===== src/rtl/sub8_pkg.sv =====
// Shared constants and types for the bit-serial subtractor.
// The build macro SUB8_SERIAL_OVERFLOW_EN adds the signed overflow output.
package sub8_pkg;

  // Default operand/result width in bits.
  localparam int SUB8_WIDTH = 8;

  // Bit-counter width for the default width.
  localparam int SUB8_CNT_W = $clog2(SUB8_WIDTH);

  // Controller states.
  typedef enum logic [1:0] {
    ST_IDLE  = 2'd0,
    ST_SHIFT = 2'd1,
    ST_DONE  = 2'd2
  } state_e;

endpackage


===== src/rtl/full_subtractor.sv =====
// One-bit full subtractor used by the bit-serial datapath.
module full_subtractor (
  input  logic x,
  input  logic y,
  input  logic bi,
  output logic d,
  output logic bo
);

  // Difference bit and borrow out for x - y - bi.
  always_comb begin
    d  = x ^ y ^ bi;
    bo = (~x & y) | (~(x ^ y) & bi);
  end

endmodule


===== src/rtl/sub8_serial.sv =====
// Bit-serial subtractor: diff = a - b - bin, one bit per cycle, LSB first.
// Handshake: a transfer happens on a rising edge where valid && ready are both
// high; in_ready is high only in IDLE, out_valid only in DONE, and the result
// is held stable in DONE until out_ready is seen.
// Build macro SUB8_SERIAL_OVERFLOW_EN adds the ovf output (signed overflow).
// dbg_state exposes the controller state for checkers.
module sub8_serial
  import sub8_pkg::*;
#(
  parameter int WIDTH = SUB8_WIDTH
) (
  input  logic             clk,
  input  logic             rst_n,
  input  logic             in_valid,
  output logic             in_ready,
  input  logic [WIDTH-1:0] a,
  input  logic [WIDTH-1:0] b,
  input  logic             bin,
  output logic             out_valid,
  input  logic             out_ready,
  output logic [WIDTH-1:0] diff,
  output logic             bout,
`ifdef SUB8_SERIAL_OVERFLOW_EN
  output logic             ovf,
`endif
  output logic [1:0]       dbg_state
);

  localparam int CW = (WIDTH == SUB8_WIDTH) ? SUB8_CNT_W : $clog2(WIDTH);
  localparam logic [CW-1:0] LAST_BIT = CW'(WIDTH - 1);

  state_e           state_q, state_d;
  logic [CW-1:0]    cnt_q, cnt_d;
  logic [WIDTH-1:0] a_q, a_d;
  logic [WIDTH-1:0] b_q, b_d;
  logic             br_q, br_d;
  logic [WIDTH-1:0] diff_q, diff_d;
  logic             bout_q, bout_d;
`ifdef SUB8_SERIAL_OVERFLOW_EN
  logic             ovf_q, ovf_d;
`endif

  logic fs_d, fs_bo;

  full_subtractor u_fs (
    .x  (a_q[0]),
    .y  (b_q[0]),
    .bi (br_q),
    .d  (fs_d),
    .bo (fs_bo)
  );

  // State and datapath registers; reset aborts any operation in flight.
  always_ff @(posedge clk or negedge rst_n) begin
    if (!rst_n) begin
      state_q <= ST_IDLE;
      cnt_q   <= '0;
      a_q     <= '0;
      b_q     <= '0;
      br_q    <= 1'b0;
      diff_q  <= '0;
      bout_q  <= 1'b0;
`ifdef SUB8_SERIAL_OVERFLOW_EN
      ovf_q   <= 1'b0;
`endif
    end else begin
      state_q <= state_d;
      cnt_q   <= cnt_d;
      a_q     <= a_d;
      b_q     <= b_d;
      br_q    <= br_d;
      diff_q  <= diff_d;
      bout_q  <= bout_d;
`ifdef SUB8_SERIAL_OVERFLOW_EN
      ovf_q   <= ovf_d;
`endif
    end
  end

  // Next-state and datapath: capture in IDLE, one bit per SHIFT cycle, hold in DONE.
  always_comb begin
    state_d = state_q;
    cnt_d   = cnt_q;
    a_d     = a_q;
    b_d     = b_q;
    br_d    = br_q;
    diff_d  = diff_q;
    bout_d  = bout_q;
`ifdef SUB8_SERIAL_OVERFLOW_EN
    ovf_d   = ovf_q;
`endif
    unique case (state_q)
      ST_IDLE: begin
        if (in_valid) begin
          a_d     = a;
          b_d     = b;
          br_d    = bin;
          cnt_d   = '0;
          state_d = ST_SHIFT;
        end
      end
      ST_SHIFT: begin
        // Result bits enter at the MSB so the word is aligned after WIDTH bits.
        diff_d = {fs_d, diff_q[WIDTH-1:1]};
        a_d    = a_q >> 1;
        b_d    = b_q >> 1;
        br_d   = fs_bo;
        if (cnt_q == LAST_BIT) begin
          bout_d  = fs_bo;
`ifdef SUB8_SERIAL_OVERFLOW_EN
          // br_q is the borrow into the MSB on the last bit.
          ovf_d   = br_q ^ fs_bo;
`endif
          state_d = ST_DONE;
        end else begin
          cnt_d = cnt_q + 1'b1;
        end
      end
      ST_DONE: begin
        if (out_ready) state_d = ST_IDLE;
      end
      default: state_d = ST_IDLE;
    endcase
  end

  assign in_ready  = (state_q == ST_IDLE);
  assign out_valid = (state_q == ST_DONE);
  assign diff      = diff_q;
  assign bout      = bout_q;
`ifdef SUB8_SERIAL_OVERFLOW_EN
  assign ovf       = ovf_q;
`endif
  assign dbg_state = state_q;

endmodule


===== config.mk =====
export PLATFORM = sky130hd
export DESIGN_NAME = sub8_serial
export DESIGN_NICKNAME = d
export VERILOG_FILES = /design/src/rtl/sub8_pkg.sv /design/src/rtl/full_subtractor.sv /design/src/rtl/sub8_serial.sv
export SDC_FILE = /design/constraint.sdc
export NUM_CORES = 1
export LEC_CHECK = 0
export ABC_AREA = 1
export BUFFER_PORTS_ARGS = -buffer_cell sky130_fd_sc_hd__buf_2
export CAP_MARGIN = 20
export CORE_ASPECT_RATIO = 1.75
export CORE_MARGIN = 5
export CORE_UTILIZATION = 35
export DETAILED_ROUTE_END_ITERATION = 8
export SLEW_MARGIN = 20
export SYNTH_ARGS = -nofsm -noshare
export SYNTH_HDL_FRONTEND = slang
export SYNTH_SLANG_ARGS = --single-unit

===== constraint.sdc =====
create_clock -name clk -period 1.13 [get_ports clk]
set_clock_uncertainty 0.1 [all_clocks]
set_input_delay 0.113 -clock clk [delete_from_list [all_inputs] [get_ports clk]]
set_output_delay 0.113 -clock clk [all_outputs]
set_load 0.03 [all_outputs]

==> summary.txt <==
Worst setup path
  • CP Depth: 3
  • Startpoint Class: flop
  • Maximum fanout along the worst path: 4
  • Worst path cell trace: buf_12, nor2_4, buf_6
  • CP required: slightly above 0.9 ns
  • CP Class: flop to output port
  • CP max stage cell: dfrtp_2
  • R2R cell count: 5
  • WP data arrival: 1.11 ns
  • Max incr delay on CP: 0.47 ns
  • Worst path bufs/invs: 2
  • Crit end category: output port
  • Cell family with most CP delay: flip-flops

Place
  • Dpl hpwl: approximately 2300 um
  • Gpl congestion: ~0.73
  • Placed cell area: approximately 0.0018 mm^2
  • Placed insts: between 200 and 300
  • Port Buffers: 33

Floorplan
  • Initial Utilization: 0.363
  • Die Wd: around 60 um
  • IO Pins: 34
  • Chip height: 96.8 um
  • Die area: about 0.0058 mm^2
  • Core Rows: 31
  • Core ar.: between 0.004 and 0.005 mm^2

Clocking
  • CTS tree: built
  • Clk buf depth: 2
  • CTS Buf Count: 5
  • CTS root buf: clkbuf_8
  • Worst skew pair latency: 0.27 ns
  • H-Tree Depth: 2
  • Clock sink count: 31
  • Reg clk slew, reported paths: about 0.060 ns

Timing
  • Setup slack after layout: -0.190 ns
  • Final Hold Viols: 0
  • Fmax: between 0.7 and 0.8 GHz
  • Final slew viol count: 0
  • RSZ-0062 raised after global routing: true
  • Final worst-path cycle share: 1.17
  • Final setup fails: 35
  • Least-Margin Pin Slew: about 0.2 ns
  • Post-route minimum period: between 1 and 1.5 ns
  • Slew headroom: 0.869

Final layout
  • Layout Nets: about 270
  • Fill cells: 409
  • Layout Cells excl Fill: 296
  • Commonest non-fill, non-tap cell in the layout: nand2_1
  • Commonest cells after routing, fill and taps aside: nand2_1, buf_2, dfrtp_1
  • Register area: roughly 800 um^2
  • Multi-input logic area: roughly 700 um^2
  • Post-route cell area: 0.00215 mm^2
  • Synthesis-to-finish area growth: 42.9%
  • N_diodes: 0
  • Layout cell share with drive strength beyond 1: 0.372

Detailed routing
  • DRC viols: 0
  • DRT antenna net count: 0
  • Drt pass-1 iters: 4
  • Drt wl/cell: around 12 um
  • Initial drt markers: 11
  • Final WL: approximately 3600 um
  • Vias per cell: approximately 4.5
  • Vias: ~1,300

GRT
  • Global router's overall resource usage: 0.137
  • Vias in the first global route: roughly 1,400
  • Initial antenna violation count: 0
  • Largest net degree at the start of global routing: 32
  • Global route overflow: 0
  • First-pass GRT wire length: a little over 6000 um

Hold path
  • Worst Hold Class: primary input to flop
  • Hold Path Depth: 3

Run
  • Max-cap viol count: 0

Synthesis
  • Synthesized flop and latch total: 31
  • Avg Cell Area, Syn: ~8.0 um^2
  • Post-Synthesis Cell Area: 0.00151 mm^2
  • Cell variety after synth: 18
  • Syn Nets: 212
  • Register area share after synthesis: 0.515
  • Yosys warns: 0
  • Synthesized instance count: approximately 190

Power and ir drop
  • Ratio of total power to cell area: 2850 mW/mm^2
  • Maximum VDD drop: 1570 uV
  • Leak: about 1.2 nW

Outcome
  • Violated checks: setup timing
  • Status: finished with violations
cell type report:
| type | instances | area share |
|---|---|---|
| clock buffer | 7 | 0.0355 |
| inverter | 12 | 0.0244 |
| multi-input combinational | 138 | 0.324 |
| sequential | 31 | 0.362 |
| tap | 49 | 0.0285 |
| timing repair buffer | 59 | 0.226 |
final timing paths:
check                                         startpoint                  endpoint  slack (ns)
worst min register to register       diff[0]$_DFFE_PN0N_       diff[0]$_DFFE_PN0N_        0.36
worst max-delay path            dbg_state[0]$_DFFE_PN0P_                  in_ready       -0.19
min in group asynchronous                          rst_n      cnt_q[2]$_DFFE_PN0P_        0.22
max in group asynchronous                          rst_n  dbg_state[1]$_DFFE_PN0P_        0.53
worst max register to register  dbg_state[0]$_DFFE_PN0P_        b_q[6]$_DFFE_PN0P_       -0.17
worst min-delay path                                a[7]        a_q[7]$_DFFE_PN0P_       0.003
metrics by stage:
stage                     hold slack, ns  TNS [ns]  power, mW   util  worst slack, ns
final                            0.00349     -4.19       6.14  0.518           -0.190
after global routing              0.0323     -6.39       6.70  0.518           -0.252
after CTS                         0.0122     -4.50       5.87  0.495           -0.195
after detailed placement         -0.0193     -1.76       4.69  0.440           -0.151
after global placement           -0.0210     -1.53       4.66  0.440           -0.141
after floorplan                   -0.283     -3.95       3.91      -           -0.203
registers in the layout, indices dropped and copies added (netlist names):
register,count
a_q,8
b_q,8
diff,8
cnt_q,3
dbg_state,2
bout,1
br_q,1
per-layer routing:
metal,wire (um),global-route usage,vias to the layer above
met5,0,0,-
met4,85,0.0648,0
met3,169,0.0373,9
met2,1900,0.225,25
met1,1430,0.158,604
li1,-,-,702
where the power goes:
part           internal (mW)  leakage (nW)  switching [mW]
logic                   1.51         0.741            1.92
registers               1.60         0.390           0.321
clock network          0.423        0.0383           0.363
total                   3.53          1.17            2.61
kinds of logic after synthesis:
kind of cell               after synthesis  share of synthesized area
AOI/OAI and AO/OA                        9                     0.0391
adders and majority gates                3                     0.0299
buffers and inverters                   19                     0.0707
DFF                                     31                      0.515
and+or+nand+nor                        126                      0.345
timing repair:
item,4_1_cts,5_1_grt
endpoints found under the hold margin,33,0
setup buffers,8,2
resized for setup,20,30
endpoints found under the setup margin,31,35
pin swaps,2,5
hold buffers,3,0
synthesized netlist by cell type:
cell	n	area [um^2]
nand2_1	101	379
dfrtp_1	31	776
nand3_1	20	100
inv_1	9	33.8
o21ai_0	6	30.0
buf_6	3	33.8
buf_2	2	10.0
buf_4	2	15.0
ha_1	2	25.0
inv_2	2	7.51
nand2_2	2	12.5
nor2_1	2	7.51
fa_1	1	20.0
inv_4	1	6.26
nor2_8	1	20.0
o21ai_1	1	5.00
o21ai_4	1	16.3
o31ai_1	1	7.51
worst reg2reg max path, cell delays in order, from the launching register on:
cell,delay (ns)
dfrtp_2,0.47
buf_6,0.15
o21ai_4,0.21
buf_6,0.18
nand2_1,0.06
nand2_1,0.06
(Power assumes the default switching activity.)
